[config.mk]
export PLATFORM = sky130hd
export DESIGN_NAME = pc_sequencer
export DESIGN_NICKNAME = d
export VERILOG_FILES = /design/src/rtl/pc_pkg.sv /design/src/rtl/ras_stack.sv /design/src/rtl/pc_sequencer.sv
export SDC_FILE = /design/constraint.sdc
export NUM_CORES = 1
export LEC_CHECK = 0
export ABC_AREA = 1
export BUFFER_PORTS_ARGS = -buffer_cell sky130_fd_sc_hd__buf_2
export CAP_MARGIN = 20
export CORE_ASPECT_RATIO = 1.25
export CORE_MARGIN = 5
export CORE_UTILIZATION = 25
export CTS_CLUSTER_DIAMETER = 100
export DETAILED_ROUTE_END_ITERATION = 16
export PLACE_DENSITY_LB_ADDON = 0.08
export SYNTH_ARGS = -nofsm -noshare
export SYNTH_HDL_FRONTEND = slang
export SYNTH_HIERARCHICAL = 1
export SYNTH_SLANG_ARGS = --single-unit
[constraint.sdc]
create_clock -name clk_i -period 3.9 [get_ports clk_i]
set_input_delay 0.78 -clock clk_i [delete_from_list [all_inputs] [get_ports clk_i]]
set_output_delay 0.78 -clock clk_i [all_outputs]
set_load 0.01 [all_outputs]
[src/rtl/pc_pkg.sv]
// Shared next-PC source encodings and default vectors for the PC sequencer.
package pc_pkg;

   localparam logic [1:0] PC_SRC_SEQ    = 2'b00;
   localparam logic [1:0] PC_SRC_BRANCH = 2'b01;
   localparam logic [1:0] PC_SRC_JUMP   = 2'b10;
   localparam logic [1:0] PC_SRC_JREG   = 2'b11;

   localparam logic [31:0] DEF_RESET_VECTOR = 32'h0040_0000;
   localparam logic [31:0] DEF_EXC_VECTOR   = 32'h8000_0180;

endpackage

[src/rtl/ras_stack.sv]
// Return-address stack: circular buffer with a top pointer; a push while full
// overwrites the oldest entry and sets a sticky overflow flag.
module ras_stack #(
   parameter int WIDTH     = 32,
   parameter int RAS_DEPTH = 4
) (
   input  logic                        clk_i,
   input  logic                        reset_i,
   input  logic                        push_i,
   input  logic                        pop_i,
   input  logic [WIDTH-1:0]            wdata_i,
   output logic [WIDTH-1:0]            top_o,
   output logic [$clog2(RAS_DEPTH):0]  count_o,
   output logic                        overflow_o
);

   localparam int PTR_W = $clog2(RAS_DEPTH);
   localparam int CNT_W = PTR_W + 1;

   logic [WIDTH-1:0] mem_q [RAS_DEPTH];
   logic [PTR_W-1:0] ptr_q;
   logic [CNT_W-1:0] count_q;
   logic             overflow_q;
   logic             full;
   logic             pop_hit;

   assign full    = (count_q == CNT_W'(RAS_DEPTH));
   assign pop_hit = pop_i && (count_q != '0);

   // Entry storage is deliberately not reset; the empty case is masked on top_o.
   always_ff @(posedge clk_i) begin
      if (!reset_i) begin
         if (push_i && pop_hit)
            mem_q[ptr_q] <= wdata_i;
         else if (push_i)
            mem_q[ptr_q + PTR_W'(1)] <= wdata_i;
      end
   end

   always_ff @(posedge clk_i) begin
      if (reset_i) begin
         ptr_q      <= '0;
         count_q    <= '0;
         overflow_q <= 1'b0;
      end else if (push_i && !pop_hit) begin
         ptr_q <= ptr_q + PTR_W'(1);
         if (full)
            overflow_q <= 1'b1;
         else
            count_q <= count_q + CNT_W'(1);
      end else if (pop_hit && !push_i) begin
         ptr_q   <= ptr_q - PTR_W'(1);
         count_q <= count_q - CNT_W'(1);
      end
   end

   assign top_o      = (count_q == '0) ? '0 : mem_q[ptr_q];
   assign count_o    = count_q;
   assign overflow_o = overflow_q;

endmodule

[src/rtl/pc_sequencer.sv]
// Program counter with next-PC selection, exception redirect, stall, and a
// return-address stack that predicts jr $ra targets.
module pc_sequencer
   import pc_pkg::*;
#(
   parameter int               WIDTH        = 32,
   parameter logic [WIDTH-1:0] RESET_VECTOR = WIDTH'(DEF_RESET_VECTOR),
   parameter logic [WIDTH-1:0] EXC_VECTOR   = WIDTH'(DEF_EXC_VECTOR),
   parameter int               RAS_DEPTH    = 4
) (
   input  logic                        clk_i,
   input  logic                        reset_i,
   input  logic                        stall_i,
   input  logic                        exc_req_i,
   input  logic [1:0]                  pc_src_i,
   input  logic                        ret_hint_i,
   input  logic                        link_i,
   input  logic [WIDTH-1:0]            branch_target_i,
   input  logic [WIDTH-1:0]            jump_target_i,
   input  logic [WIDTH-1:0]            jreg_target_i,
   output logic [WIDTH-1:0]            pc_out_o,
   output logic [WIDTH-1:0]            pc_plus4_o,
   output logic [WIDTH-1:0]            ras_top_o,
   output logic [$clog2(RAS_DEPTH):0]  ras_count_o,
   output logic                        ras_overflow_o,
   output logic                        ras_mispredict_o
);

   localparam logic [WIDTH-1:0] ALIGN_MASK = ~WIDTH'(3);

   logic [WIDTH-1:0]           pc_q, pc_d;
   logic                       mispredict_q, mispredict_d;
   logic [WIDTH-1:0]           pc_plus4;
   logic [WIDTH-1:0]           ras_top;
   logic [$clog2(RAS_DEPTH):0] ras_count;
   logic                       advance, push, pop, pop_hit;

   assign pc_plus4 = pc_q + WIDTH'(4);
   assign advance  = !exc_req_i && !stall_i;
   assign push     = advance && link_i;
   assign pop      = advance && (pc_src_i == PC_SRC_JREG) && ret_hint_i;
   assign pop_hit  = pop && (ras_count != '0);

   ras_stack #(
      .WIDTH     (WIDTH),
      .RAS_DEPTH (RAS_DEPTH)
   ) u_ras (
      .clk_i      (clk_i),
      .reset_i    (reset_i),
      .push_i     (push),
      .pop_i      (pop),
      .wdata_i    (pc_plus4),
      .top_o      (ras_top),
      .count_o    (ras_count),
      .overflow_o (ras_overflow_o)
   );

   always_comb begin
      pc_d = pc_plus4;
      unique case (pc_src_i)
         PC_SRC_SEQ:    pc_d = pc_plus4;
         PC_SRC_BRANCH: pc_d = branch_target_i;
         PC_SRC_JUMP:   pc_d = jump_target_i;
         PC_SRC_JREG:   pc_d = pop_hit ? ras_top : jreg_target_i;
         default:       pc_d = pc_plus4;
      endcase
      pc_d = pc_d & ALIGN_MASK;
   end

   // The PC still follows the prediction; the flag only tells control to recover.
   assign mispredict_d = pop_hit && (ras_top != (jreg_target_i & ALIGN_MASK));

   always_ff @(posedge clk_i) begin
      if (reset_i) begin
         pc_q         <= RESET_VECTOR;
         mispredict_q <= 1'b0;
      end else if (exc_req_i) begin
         pc_q         <= EXC_VECTOR;
         mispredict_q <= 1'b0;
      end else if (stall_i) begin
         mispredict_q <= 1'b0;
      end else begin
         pc_q         <= pc_d;
         mispredict_q <= mispredict_d;
      end
   end

   assign pc_out_o         = pc_q;
   assign pc_plus4_o       = pc_plus4;
   assign ras_top_o        = ras_top;
   assign ras_count_o      = ras_count;
   assign ras_mispredict_o = mispredict_q;

endmodule
## Yosys cells after proc, flatten, opt, wreduce, memory -nomap -nowiden

Memory sizes are Yosys's and may differ from the RTL's. A register that Yosys moved wholly into a read port is not among the register bits.
Index checks and enable logic that the tools add are counted.

| word-level totals | value |
|---|---|
| register bits | 37 |
| RAM bits | 128 |
| bits of input ports | 104 |
| output and inout bits | 101 |
| word-level logic and storage cells | 63 |
| memories | 1 |

| cells by class | value |
|---|---|
| $add $sub $neg | 5 |
| equality and inequality tests | 7 |
| multiplexer cells | 22 |
| reductions and logical operators | 22 |

Memory list:

| name | depth | bits a word | rd ports | clocked after memory_dff | wr ports | line | text |
|---|---|---|---|---|---|---|---|
| u_ras.mem_q | 4 | 32 | 1 | 1 | 1 | ras_stack.sv:20 | `logic [WIDTH-1:0] mem_q [RAS_DEPTH];` |

Operators with widths:

| kind | count |
|---|---|
| 32-bit two-way mux | 5 |
| 32-bit case mux with 4 select lines | 1 |
| 32-bit by 3-bit adder with 32-bit output, second input constant | 1 |
| 32-bit != test | 1 |
| 32-bit OR reduction | 1 |
| 2-bit two-way mux | 5 |
| 1-bit logical AND | 9 |
| 3-bit two-way mux | 3 |
| 1-bit two-way mux | 8 |
| 2-bit equality test, second input constant | 2 |
| 1-bit logical NOT | 4 |
| 2-bit AND reduction | 2 |
| 3-bit by 1-bit adder with 3-bit output, second input constant | 1 |
| 3-bit equality test, second input constant | 1 |
| 3-bit logical NOT | 1 |
| 3-bit nonzero test | 1 |
| 3-bit OR reduction | 1 |
| 3-bit by 1-bit subtractor with 3-bit output, second input constant | 1 |
| 2-bit by 1-bit adder with 2-bit output, second input constant | 1 |
| 2-bit by 1-bit equality test with 1-bit output, second input constant | 1 |
| 2-bit logical NOT | 1 |
| 2-bit by 1-bit != test with 1-bit output, second input constant | 1 |
| 2-bit != test, second input constant | 1 |
| 2-bit nonzero test | 1 |
| 2 further kinds | 2 |

## Logic depth before layout (Yosys ltp)

| depth | value |
|---|---|
| word-level depth | 11 |
| mapped depth | 15 |
| depth with buffers taken out | 14 |

## By module

Netlist, hierarchy kept.

By module, submodules not included:

| module | times used | cells an instance | area an instance (µm²) | sequential area each (µm²) |
|---|---|---|---|---|
| ras_stack | 1 | 486 | 5526.6 | 4003.8 |
| pc_sequencer | 1 | 701 | 3722.3 | 620.6 |

## Worst setup path before layout

Ideal clock, no wire load.

| path | value |
|---|---|
| path type | input to register |
| start point | in exc_req_i |
| end point | mem u_ras.mem_q[0][0], enable pin |
| setup time | 0.432 ns |
| arrival | 3.509 ns |
| required time | 3.468 ns |
| setup slack | -0.041 ns |
| cell stages on the path | 13 |
| buffers on the path | 1 |
| path through | inv_1 nand2_2 nor2_4 buf_2 inv_1 nor2_1 inv_1 ha_1 nand2_1 nand2_1 nand2_1 nand2_1 a21oi_1 |

| on the way | value |
|---|---|
| longest elaborated chain between the ends | 11 |
| elaborated cells between the ends (all ways) | 17 |
| classes of those cells | mux: 9; reduce/logical: 8 |

RTL lines:

| what | line | text |
|---|---|---|
| start: declaration | pc_sequencer.sv:14 | `input logic exc_req_i,` |
| 1-bit logical NOT (*) | pc_sequencer.sv:39 | `assign advance = !exc_req_i && !stall_i;` |
| 1-bit logical AND (*) | pc_sequencer.sv:39 |  |
| 1-bit logical AND (*) (2 in series) | pc_sequencer.sv:41 | `assign pop = advance && (pc_src_i == PC_SRC_JREG) && ret_hint_i;` |
| net pop | pc_sequencer.sv:36 | `logic advance, push, pop, pop_hit;` |
| 1-bit logical AND (*) | ras_stack.sv:28 | `assign pop_hit = pop_i && (count_q != '0);` |
| 1-bit logical AND (*) | ras_stack.sv:33 | `if (push_i && pop_hit)` |
| 1-bit two-way mux | ras_stack.sv:33 |  |
| 1-bit two-way mux | ras_stack.sv:32 | `if (!reset_i) begin` |
| 1-bit two-way mux (not written as such) | ras_stack.sv:36 | `mem_q[ptr_q + PTR_W'(1)] <= wdata_i;` |
| 32-bit OR reduction (no source line) | n/a |  |
| 2-bit two-way mux (no source line) / 1-bit two-way mux (equally long branches) | n/a |  |
| end: declaration | ras_stack.sv:20 |  |

The timed path passes the listed nets; every way through them passes the cells marked *.

## Final worst setup path

| path | value |
|---|---|
| start point | reg pc_q[13], in the netlist pc_out_o[13] |
| end point | out pc_plus4_o[26] |

| on the way | value |
|---|---|
| longest elaborated chain between the ends | 1 |

RTL lines:

| what | line | text |
|---|---|---|
| start: declaration | pc_sequencer.sv:31 | `logic [WIDTH-1:0] pc_q, pc_d;` |
| start signal: assignment | pc_sequencer.sv:83 | `pc_q <= pc_d;` |
| 32-bit by 3-bit adder with 32-bit output | pc_sequencer.sv:38 | `assign pc_plus4 = pc_q + WIDTH'(4);` |
| end: declaration | pc_sequencer.sv:22 | `output logic [WIDTH-1:0] pc_plus4_o,` |

Every way passes these cells.

==> reports/qor.txt <==
PLACEMENT
-----------------------------------------------------------------------------------------------
Half-perimeter wire length of the detailed placement result ......................     29510 um
Global placement routability congestion ..........................................       0.8914
Number of buffer cells added on primary ports ....................................          194
Area after detailed placement ....................................................    10890 um2
Number of placed instances, taps included ........................................         1852

SETUP PATH
-----------------------------------------------------------------------------------------------
Crit-path most repeated cell .....................................................      nand2_1
Reg2Reg Capture Point ............................................................ ras_mispredict_o
Crit Path Category ............................................................... flip-flop to output port
Largest fanout on the critical path ..............................................            5
Setup crit start kind ............................................................    flip-flop
Crit-path slowest cell ...........................................................      dfxtp_1
Delay of the slowest cell on the worst path ......................................      0.54 ns
Arrival time reported for the critical path endpoint .............................      2.43 ns
Internal reg-to-reg setup slack ..................................................      1.23 ns
Start point of the critical path ................................................. pc_out_o[13]
Cell-by-cell trace of the critical path .......................................... nand2_1 -> nor2_1 -> nand2_1 -> nor2_1 -> nand3b_1 -> nand2_1 -> buf_2
Worst EP required ................................................................      3.12 ns
Worst setup EP type ..............................................................  output port
Cell count of the worst reg-to-reg path ..........................................           13
End of the critical path ......................................................... pc_plus4_o[26]

CELLS AND AREA
-----------------------------------------------------------------------------------------------
Post-route cell area .............................................................    11480 um2
Share of post-route cells with drive strength above 1 ............................       0.2044
Number of standard cells in the final layout excluding fillers ...................         1884
Layout filler cell count .........................................................         4021
Synthesis-to-finish area growth ..................................................       24.11%
ANT cells ........................................................................            0
Final Util .......................................................................       0.3153
Number of nets in the layout .....................................................         1500

CLOCKING
-----------------------------------------------------------------------------------------------
Root buffer cell .................................................................    clkbuf_16
CTS-repair resized insts .........................................................            0
Clock network latency to the later pin of the worst-skew pair ....................      0.45 ns
Clock input transition at the sequential cells of the worst setup and hold paths .      0.07 ns
Number of hold buffers added after cts ...........................................            0
Post-CTS Setup Repair Bufs .......................................................            0
Clock buffers created by TritonCTS ...............................................           17
Maximum buffer depth of the clock tree ...........................................            2
TritonCTS clock tree .............................................................        built
Number of H-tree levels ..........................................................            4
Sink count of the clock tree .....................................................          167

POWER
-----------------------------------------------------------------------------------------------
Sum of internal, switching and leakage power .....................................   0.004404 W
Leakage ..........................................................................     4.924 nW
Power density over the cells ..................................................... 383.7 nW/um2
Worst VDD drop ...................................................................    0.2584 mV

DRT
-----------------------------------------------------------------------------------------------
Antenna Violating Nets Remaining .................................................            0
Total Routed Length ..............................................................     39110 um
Vias after detailed routing ......................................................         8638
Number of remaining DRC errors ...................................................            0
Number of violations reported at the end of detailed-routing iteration 0 .........          589
DR pass1 iterations ..............................................................            5
Vias per cell ....................................................................        4.585
WL/cell ..........................................................................     20.76 um

FLOORPLANNING
-----------------------------------------------------------------------------------------------
Die X ............................................................................     182.0 um
Row Count ........................................................................           78
Total die area ...................................................................    40970 um2
I/O pin cnt ......................................................................          205
Area of the core .................................................................    36400 um2
Vertical die dimension ...........................................................     225.0 um
Initial core utilization .........................................................       0.2541

SYNTHESIS
-----------------------------------------------------------------------------------------------
Mean area per synthesized cell ...................................................    7.792 um2
Top_reg_cell synth ...............................................................     edfxtp_1
Async set-or-reset flop fraction in the synthesized netlist ......................            0
Post-synth EDFFs .................................................................          128
Register bit count reported by yosys .............................................          167
Number of warnings issued by yosys ...............................................            6
Post-synthesis sequential area ratio .............................................       0.5000
Distinct cell type count after synthesis .........................................           33
Count of mapped cells out of synthesis ...........................................         1187
Syn Std Cell Area ................................................................     9249 um2

GLOBAL ROUTE
-----------------------------------------------------------------------------------------------
Largest net degree at the start of global routing ................................           41
Wire length of the first global-routing pass .....................................     55780 um
Tot GR Track Use .................................................................       0.1865
Vias in the first global route ...................................................         8200
Grt total ovfl ...................................................................            0
Number of antenna violations at the first check in global routing ................            0

TIMING
-----------------------------------------------------------------------------------------------
Total count of max-transition violations in the final report .....................            0
Setup violation total in the final timing report .................................            0
Least-Margin Pin Slew ............................................................    0.8926 ns
RSZ-0062 raised after global routing .............................................           no
Final critical delay including setup and external delays .........................     3.214 ns
Layout Skew ......................................................................   0.01165 ns
Maximum operating frequency ......................................................   0.3111 GHz
Relative slew slack ..............................................................       0.4043
Total count of hold-check failures in the final report ...........................            0
Period Utilization, post-route ...................................................       0.8241
Total negative setup slack .......................................................         0 ns

HOLD PATH
-----------------------------------------------------------------------------------------------
Worst hold path class ............................................................ flip-flop to flip-flop

RUN
-----------------------------------------------------------------------------------------------
Max-cap violations ...............................................................            0

RUN STATUS
-----------------------------------------------------------------------------------------------
Status ...........................................................................    completed

## power by group
group          switching (W)  internal (W)  total [W]
Combinational       0.000463      0.000212   0.000676
Sequential         0.0000387       0.00194    0.00198
Clock               0.000747       0.00100    0.00175
Total                0.00125       0.00316    0.00440
## cells in the mapped netlist, types with 2 or more instances
master	n	area, um2
a21oi_1	87	435.4
buf_2	18	90.09
buf_4	6	45.04
buf_6	9	101.4
clkbuf_1	16	60.06
clkinv_1	2	7.510
dfxtp_1	39	780.8
edfxtp_1	128	3844
ha_1	4	50.05
inv_1	90	337.8
inv_2	4	15.01
nand2_1	388	1456
nand2_2	6	37.54
nand3_1	61	305.3
nand3b_1	15	112.6
nand4_1	9	56.30
nor2_1	167	626.9
nor2_2	7	43.79
nor2_4	5	56.30
nor3_1	2	10.01
o211ai_1	5	37.54
o21ai_0	51	255.2
o21ai_1	31	155.2
o22ai_1	7	43.79
or2_2	2	12.51
xnor2_1	11	96.34
xor2_1	9	78.83
xor2_2	3	48.80
## through the flow
| step | setup slack (ns) | hold slack, ns |
|---|---|---|
| 6_report | 0.6860 | 0.4699 |
| 2_1_floorplan | 0.1891 | 0.4680 |
| 4_1_cts | 0.6444 | 0.4763 |
| 5_1_grt | 0.5107 | 0.4935 |
| 3_3_place_gp | 0.7646 | 0.4618 |
| 3_5_place_dp | 0.7614 | 0.4652 |
## flip-flops by register name (all words and copies together) (netlist names), named ones only
signal            flops
u_ras/overflow_o      1
u_ras/mem_q         128
u_ras/count_o         3
pc_out_o             30
u_ras/ptr_q           2
ras_mispredict_o      1
## routing by layer
metal	GRT usage	share of wire	up-vias
li1	-	-	4266
met1	0.2423	0.44	4107
met2	0.3197	0.49	232
met3	0.02841	0.045	33
met4	0.05837	0.020	0
met5	0	0	-
## worst min path at each step
| stage | slack (ns) | depth (start not counted) | end | start |
|---|---|---|---|---|
| global route | 0.49 | 2 | u_ras/overflow_o | u_ras/overflow_o |
| floorplan | 0.47 | 2 | u_ras/overflow_o | u_ras/overflow_o |
| detailed placement | 0.47 | 2 | u_ras/overflow_o | u_ras/overflow_o |
| finish | 0.47 | 2 | u_ras/overflow_o | u_ras/overflow_o |
| global placement | 0.46 | 2 | u_ras/overflow_o | u_ras/overflow_o |
| CTS | 0.48 | 2 | u_ras/overflow_o | u_ras/overflow_o |
## placed cells by master (no fill, tap or decap), drive strengths merged
cell type / instances
or2: 2
nand3: 62
dfxtp: 39
edfxtp: 128
a21oi: 87
clkbuf: 19
nand2: 394
bufinv: 3
inv: 95
o22ai: 7
buf: 224
nand3b: 15
clkinvlp: 2
nand4: 9
o211ai: 5
conb: 12
xnor2: 11
o21ai: 82
xor2: 12
fa: 1
nor2: 179
ha: 4
clkinv: 9
nor3: 3
## worst max-delay path: cells and delay by family (launching register included)
| family | cells | cell delay, ns |
|---|---|---|
| buffers and inverters | 1 | 0.19 |
| flip-flops | 1 | 0.54 |
| AND/OR/NAND/NOR | 6 | 1.25 |
## layout make-up
| class | instances | area, um2 | share of cell area |
|---|---|---|---|
| Timing Repair Buffer | 224 | 1259 | 0.1097 |
| Multi-Input combinational cell | 885 | 4046 | 0.3525 |
| Sequential cell | 167 | 4626 | 0.4030 |
| Clock buffer | 19 | 432.9 | 0.03772 |
| Clock inverter | 13 | 153.9 | 0.01341 |
| Inverter | 96 | 360.3 | 0.03139 |
| Tap cell | 480 | 600.6 | 0.05232 |
## cell families (layout without fill, tap and decap cells)
logic type                 Yosys count  after routing  synth area share
buffers and inverters              146            352           0.07156
and+or+nand+nor                    664            664            0.2960
adders and majority gates            5              5          0.007576
DFF                                167            167            0.5000
xor gates and xnor gates            23             23           0.02422
other                                1             12         0.0004055
AOI/OAI and AO/OA                  181            181            0.1002
Note: power is estimated with default switching activity, not from simulation.
